File: src/rtl/vec_addsub_if.sv
// Bundle between vec_addsub and its upstream FWFT FIFO and downstream reader.
// slave is the block's side, master the producer/consumer side.
interface vec_addsub_if #(
    parameter int WIDTH = 32,
    parameter int LANES = 3,
    parameter int DEPTH = 16
);
    localparam int CW = $clog2(DEPTH + 1);

    logic signed [WIDTH-1:0] x   [LANES-1:0];
    logic signed [WIDTH-1:0] y   [LANES-1:0];
    logic                    op;
    logic                    in_empty;
    logic                    in_rd_en;
    logic signed [WIDTH-1:0] out [LANES-1:0];
    logic [LANES-1:0]        out_ovf;
    logic                    out_empty;
    logic                    out_rd_en;
    logic [CW-1:0]           out_count;

    modport slave (
        input  x, y, op, in_empty, out_rd_en,
        output in_rd_en, out, out_ovf, out_empty, out_count
    );

    modport master (
        output x, y, op, in_empty, out_rd_en,
        input  in_rd_en, out, out_ovf, out_empty, out_count
    );
endinterface

File: src/rtl/vec_addsub.sv
// Multi-lane signed add / reverse-subtract with overflow detection,
// one stage-1 register and a FWFT result buffer sized to never stall it.
module vec_addsub #(
    parameter int WIDTH    = 32,
    parameter int LANES    = 3,
    parameter int DEPTH    = 16,
    parameter int SATURATE = 0
) (
    input logic        clock,
    input logic        reset,
    vec_addsub_if.slave bus
);
    localparam int CW = $clog2(DEPTH + 1);
    localparam int PW = (DEPTH > 1) ? $clog2(DEPTH) : 1;
    localparam logic [PW-1:0] LAST = PW'(DEPTH - 1);
    localparam logic [WIDTH-1:0] MAXV = {1'b0, {(WIDTH-1){1'b1}}};
    localparam logic [WIDTH-1:0] MINV = {1'b1, {(WIDTH-1){1'b0}}};

    logic signed [WIDTH:0]   w_ext [LANES];
    logic signed [WIDTH-1:0] w_res [LANES];
    logic [LANES-1:0]        w_ovf;
    logic [CW:0]             w_occ;
    logic                    w_rd;
    logic                    w_push;
    logic                    w_pop;
    logic                    w_empty;

    logic                    r_s1_valid;
    logic signed [WIDTH-1:0] r_s1_res [LANES];
    logic [LANES-1:0]        r_s1_ovf;

    logic signed [WIDTH-1:0] r_mem     [DEPTH][LANES];
    logic [LANES-1:0]        r_mem_ovf [DEPTH];
    logic [PW-1:0]           r_wr_ptr;
    logic [PW-1:0]           r_rd_ptr;
    logic [CW-1:0]           r_count;

    function automatic logic [PW-1:0] nxt(input logic [PW-1:0] p);
        return (p == LAST) ? '0 : p + 1'b1;
    endfunction

    // Sign-extended WIDTH+1 arithmetic; overflow when the top two bits differ.
    always_comb begin
        for (int l = 0; l < LANES; l++) begin
            if (bus.op)
                w_ext[l] = {bus.y[l][WIDTH-1], bus.y[l]}
                         - {bus.x[l][WIDTH-1], bus.x[l]};
            else
                w_ext[l] = {bus.x[l][WIDTH-1], bus.x[l]}
                         + {bus.y[l][WIDTH-1], bus.y[l]};
            w_ovf[l] = w_ext[l][WIDTH] ^ w_ext[l][WIDTH-1];
            w_res[l] = w_ext[l][WIDTH-1:0];
            if (SATURATE != 0 && w_ovf[l])
                w_res[l] = w_ext[l][WIDTH] ? MINV : MAXV;
        end
    end

    // Stage 1 is counted as occupied so its write can never hit a full buffer.
    assign w_occ   = {1'b0, r_count} + (CW+1)'(r_s1_valid);
    assign w_rd    = !reset && !bus.in_empty && (w_occ < (CW+1)'(DEPTH));
    assign w_empty = (r_count == '0);
    assign w_push  = r_s1_valid;
    assign w_pop   = bus.out_rd_en && !w_empty;

    assign bus.in_rd_en  = w_rd;
    assign bus.out_empty = w_empty;
    assign bus.out_count = r_count;

    always_ff @(posedge clock or posedge reset) begin
        if (reset)
            r_s1_valid <= 1'b0;
        else
            r_s1_valid <= w_rd;
    end

    always_ff @(posedge clock) begin
        if (w_rd) begin
            r_s1_res <= w_res;
            r_s1_ovf <= w_ovf;
        end
    end

    always_ff @(posedge clock) begin
        if (w_push) begin
            r_mem[r_wr_ptr]     <= r_s1_res;
            r_mem_ovf[r_wr_ptr] <= r_s1_ovf;
        end
    end

    always_ff @(posedge clock or posedge reset) begin
        if (reset) begin
            r_wr_ptr <= '0;
            r_rd_ptr <= '0;
            r_count  <= '0;
        end else begin
            if (w_push)
                r_wr_ptr <= nxt(r_wr_ptr);
            if (w_pop)
                r_rd_ptr <= nxt(r_rd_ptr);
            case ({w_push, w_pop})
                2'b10:   r_count <= r_count + 1'b1;
                2'b01:   r_count <= r_count - 1'b1;
                default: r_count <= r_count;
            endcase
        end
    end

    always_comb begin
        bus.out_ovf = w_empty ? '0 : r_mem_ovf[r_rd_ptr];
        for (int l = 0; l < LANES; l++)
            bus.out[l] = w_empty ? '0 : r_mem[r_rd_ptr][l];
    end
endmodule
File: src/flat_wrapper.sv
// flat-port wrapper written by rule: the top's interface ports become plain ports
module vec_addsub_flat 
#(
    parameter int WIDTH    = 32,
    parameter int LANES    = 3,
    parameter int DEPTH    = 16,
    parameter int SATURATE = 0
)
  (clock, reset, bus_x, bus_y, bus_op, bus_in_empty, bus_out_rd_en, bus_in_rd_en, bus_out, bus_out_ovf, bus_out_empty, bus_out_count);
  vec_addsub_if #(.WIDTH(WIDTH), .LANES(LANES), .DEPTH(DEPTH)) bus_i ();
  input logic clock;
  input logic reset;
  input wire logic [$bits(bus_i.x)-1:0] bus_x;
  input wire logic [$bits(bus_i.y)-1:0] bus_y;
  input wire logic [$bits(bus_i.op)-1:0] bus_op;
  input wire logic [$bits(bus_i.in_empty)-1:0] bus_in_empty;
  input wire logic [$bits(bus_i.out_rd_en)-1:0] bus_out_rd_en;
  output wire logic [$bits(bus_i.in_rd_en)-1:0] bus_in_rd_en;
  output wire logic [$bits(bus_i.out)-1:0] bus_out;
  output wire logic [$bits(bus_i.out_ovf)-1:0] bus_out_ovf;
  output wire logic [$bits(bus_i.out_empty)-1:0] bus_out_empty;
  output wire logic [$bits(bus_i.out_count)-1:0] bus_out_count;
  assign bus_i.x = {>>{bus_x}};
  assign bus_i.y = {>>{bus_y}};
  assign bus_i.op = bus_op;
  assign bus_i.in_empty = bus_in_empty;
  assign bus_i.out_rd_en = bus_out_rd_en;
  assign bus_in_rd_en = bus_i.in_rd_en;
  assign bus_out = {>>{bus_i.out}};
  assign bus_out_ovf = bus_i.out_ovf;
  assign bus_out_empty = bus_i.out_empty;
  assign bus_out_count = bus_i.out_count;
  vec_addsub #(.WIDTH(WIDTH), .LANES(LANES), .DEPTH(DEPTH), .SATURATE(SATURATE)) u_core (.clock(clock), .reset(reset), .bus(bus_i));
endmodule
File: config.mk
export PLATFORM = sky130hd
export DESIGN_NAME = vec_addsub_flat
export DESIGN_NICKNAME = d
export VERILOG_FILES = /design/src/rtl/vec_addsub_if.sv /design/src/rtl/vec_addsub.sv /design/src/flat_wrapper.sv
export SDC_FILE = /design/constraint.sdc
export NUM_CORES = 2
export LEC_CHECK = 0
export CORE_ASPECT_RATIO = 0.8
export CORE_MARGIN = 8
export CORE_UTILIZATION = 50
export DETAILED_ROUTE_END_ITERATION = 8
export GPL_ROUTABILITY_DRIVEN = 0
export HOLD_SLACK_MARGIN = 0.05
export PLACE_DENSITY = 0.71
export SLEW_MARGIN = 5
export SYNTH_ARGS = -nofsm -noshare
export SYNTH_HDL_FRONTEND = slang
export SYNTH_SLANG_ARGS = --single-unit
export TNS_END_PERCENT = 100
File: constraint.sdc
create_clock -name clock -period 23.7 [get_ports clock]
set_clock_uncertainty 0.1 [all_clocks]
set_input_delay 7.11 -clock clock [delete_from_list [all_inputs] [get_ports clock]]
set_output_delay 7.11 -clock clock [all_outputs]
set_load 0.01 [all_outputs]
==> parameters.txt <==
Parameter                              Value

Clock network
  Clock Latency Late Sink    780 ps
  Number of buffers on the longest clock path    3
  CTS H-tree depth    4
  Cells resized by post-CTS repair    0
  Number of hold-repair buffers added at the cts stage    0
  Clock slew at the register clock pins of the worst setup and hold paths    60 ps
  TritonCTS Buffers    160
  Number of sinks driven by the clock tree    1,697
  Clock tree from TritonCTS    built
  Clock root buffer    clkbuf_16
  # Post-CTS Setup Buffers    0

Synth
  Number of synthesized flops with an enable pin    1,683
  Total of flip-flops plus latches after synthesis    1,697
  Warning count from the yosys run    0
  Per-instance average area after synthesis    20.17 um2
  Area of the mapped netlist    70,490 um2
  Synth cell types    71
  Top FF cell, synth    edfxtp_1
  Fraction of registers with async set/reset    0.8250%
  Cells after Synth    3,494
  Synthesized net count    3,803
  Seq/Total Area, Yosys    72.20%

Finish
  Final cell count without fillers    5,868
  Fillcell total    10,103
  Share of final-layout standard cells stronger than drive strength 1    20.35%
  Number of nets in the finished design    4,174
  Multi-input gate area in the final layout    18,930 um2
  Area occupied by registers    50,900 um2
  Area added between synthesis and finish    14.57%

Critical path
  Startpoint of the most critical setup path    bus_in_empty
  Class of the most critical setup path    input port to primary output
  Crit-path leading delay family    buffers and inverters
  WP data arrival    8950 ps
  Cell type of the slowest stage on the worst timing path    nor4_4
  Critical path endpoint category    primary output
  Worst path cell trace    clkdlybuf4s50_1 -> nor4_4 -> clkdlybuf4s50_1
  R2r setup slk    19,150 ps
  Required time of the worst setup path    16,490 ps
  Delay of the slowest cell on the worst path    700 ps
  Buffers & Inverters on Critical Path    2
  Beginning of the worst register-to-register path    u_core.bus.out_count[1]$_DFFE_PP0P_
  CP startpoint kind    input port
  Highest fanout seen on the critical path    2
  Most repeated library cell on the critical path    clkdlybuf4s50_1

Global routing
  Met3 Usage GRT    3.757%
  Antenna violations before repair    3
  Global route hottest layer    met2
  Largest net degree at the start of global routing    100
  GRT Overall Usage    21.30%
  Via count of the first global-routing pass    36,049
  GR Layer Usage met1    28.36%
  GR met2 Demand/Resource    36.78%
  Global-route wire length before repair    241.7 mm
  Total gr overflow    0

STA
  Final setup fails    0
  Transition at the pin with the smallest max-transition slack    1113 ps
  Post-Route Setup TNS    0 ps
  Unrepaired setup endpoints after global routing    no
  Slew headroom    25.80%
  Crit path time final    16,160 ps
  Achievable clock frequency    61.89 MHz
  Setup slack after layout    7543 ps
  Crit share post-route    68.17%
  Number of failing hold endpoints at the final stage    0
  Fin. max-slew vios    0
  Hold slack    470.0 ps

Flow run
  Maximum Capacitance Violations    0

Placement
  Post-placement cell count    5,578
  Sum of net half-perimeters after detailed placement    93.22 mm
  PortBufs    302
  Setup slack after placement    7492 ps

Die
  Core footprint    140,200 um2
  Placement Rows    123
  Full die area    153,300 um2
  Effective utilization at floorplan    50.28%
  Floorplan die height    351.8 um
  Die Width    435.8 um
  Number of top-level design ports    303

Power
  Largest vdd supply drop    123.0 uV
  Leakage    25.80 nW
  Pwr Density    108.9 nW/um2
  Total Power    0.008797 W

Detailed routing
  DR vias/cell    5.995
  Detailed Route WL    166.4 mm
  DRT iter0 DRCs    3,572
  Via Count    35,176
  Final antenna-violating net count    0
  Number of iterations in the first detailed-routing pass    6
  DRC    0
  Final routed wire length divided by cell count    28.37 um

Hold path
  Worst Hold Class    flip-flop to flip-flop
  Origin of the worst min-delay path    u_core.r_wr_ptr[2]$_DFFE_PP0P_

Run status
  Outcome    complete, no violations
-- layout make-up --
class	count	area share, %
diodes	3	0.009296
clock buffers	202	5.232
clock inverters	85	0.8723
inverters	48	0.2231
multi-input cells	1603	23.44
flip-flops and latches	1697	63.03
well taps	1875	2.905
repair buffers	355	4.279
-- placed cells by master, fill, tap and decap left out, types with 34 or more instances in the layout --
master | Yosys | layout
clkbuf_16 | 0 | 163
nor2_1 | 129 | 128
inv_1 | 48 | 48
a21oi_1 | 126 | 126
clkbuf_1 | 100 | 39
a21o_1 | 47 | 47
buf_4 | 0 | 51
xor2_1 | 40 | 40
mux4_2 | 495 | 495
nand2_1 | 66 | 66
ha_1 | 108 | 108
nor3_1 | 34 | 34
clkdlybuf4s50_1 | 0 | 301
edfxtp_1 | 1683 | 1683
xnor2_1 | 149 | 149
clkinv_1 | 0 | 35
o21ai_0 | 50 | 49
nor2b_1 | 112 | 112
-- per-stage QoR --
step / utilization, % / instance area [um2]
CTS: 57.59 / 80750
finish: 57.60 / 80760
global placement: 54.08 / 75820
global route: 57.59 / 80750
floorplan: - / 70490
detailed placement: 54.08 / 75820
-- metal layers --
layer  up-vias  wire, um
li1      15151         -
met1     18419     65950
met2      1425     84780
met3       179     12260
met4         2      3448
met5         -        13
-- worst register-to-register path, delay by kind of cell, from the launching register on --
family          cells  cell delay (ps)
xor+xnor            2              280
flops               1              430
fa+ha+maj           2              560
buf+inv             4             1630
simple gates        4             1100
compound gates      2              340
-- cells in the mapped netlist (20+ instances only) --
master / instances / share of area [%]
clkbuf_1: 100 / 0.53
nand2_1: 66 / 0.35
edfxtp_1: 1683 / 72
ha_1: 108 / 1.9
inv_1: 48 / 0.26
a21o_1: 47 / 0.50
a21oi_1: 126 / 0.89
nor2_1: 129 / 0.69
nor2b_1: 112 / 0.99
nand3_1: 21 / 0.15
and2_1: 20 / 0.18
xor2_1: 40 / 0.50
a31oi_1: 26 / 0.23
mux4_2: 495 / 16
o21ai_0: 50 / 0.36
buf_1: 45 / 0.24
xnor2_1: 149 / 1.9
nor3_1: 34 / 0.24
-- state kept, by name, summed over array words and instances, names as in the netlist --
signal                flops
u_core.r_rd_ptr           4
u_core.r_s1_res          96
u_core.r_mem_ovf         48
u_core.bus.out_count      5
u_core.r_s1_ovf           3
u_core.r_wr_ptr           4
u_core.r_s1_valid         1
u_core.r_mem           1536
-- cell families after synthesis --
kind of cell    count (synthesis)  share of synthesized area [%]
buf+inv                       194                          1.044
xor+xnor                      191                          2.412
mux                           501                          15.90
flops                        1697                          72.20
fa+ha+maj                     112                          2.031
simple gates                  473                          3.538
compound gates                326                          2.876
-- where the power goes --
group          switching, W  internal [W]
combinational       0.00125       0.00141
sequential         0.000194       0.00351
clock               0.00108       0.00135
total               0.00252       0.00628
-- final timing paths --
kind	endpoint	cells past startpoint
setup / recovery	bus_in_rd_en	3
min in group asynchronous	u_core.r_rd_ptr[0]$_DFFE_PP0P_	2
hold reg to reg	u_core.r_wr_ptr[2]$_DFFE_PP0P_	1
hold / removal	u_core.r_wr_ptr[2]$_DFFE_PP0P_	1
setup reg to reg	u_core.bus.out_count[4]$_DFFE_PP0P_	14
max in group asynchronous	u_core.r_rd_ptr[1]$_DFFE_PP0P_	2
No activity file was read; power rests on OpenSTA's default activity.
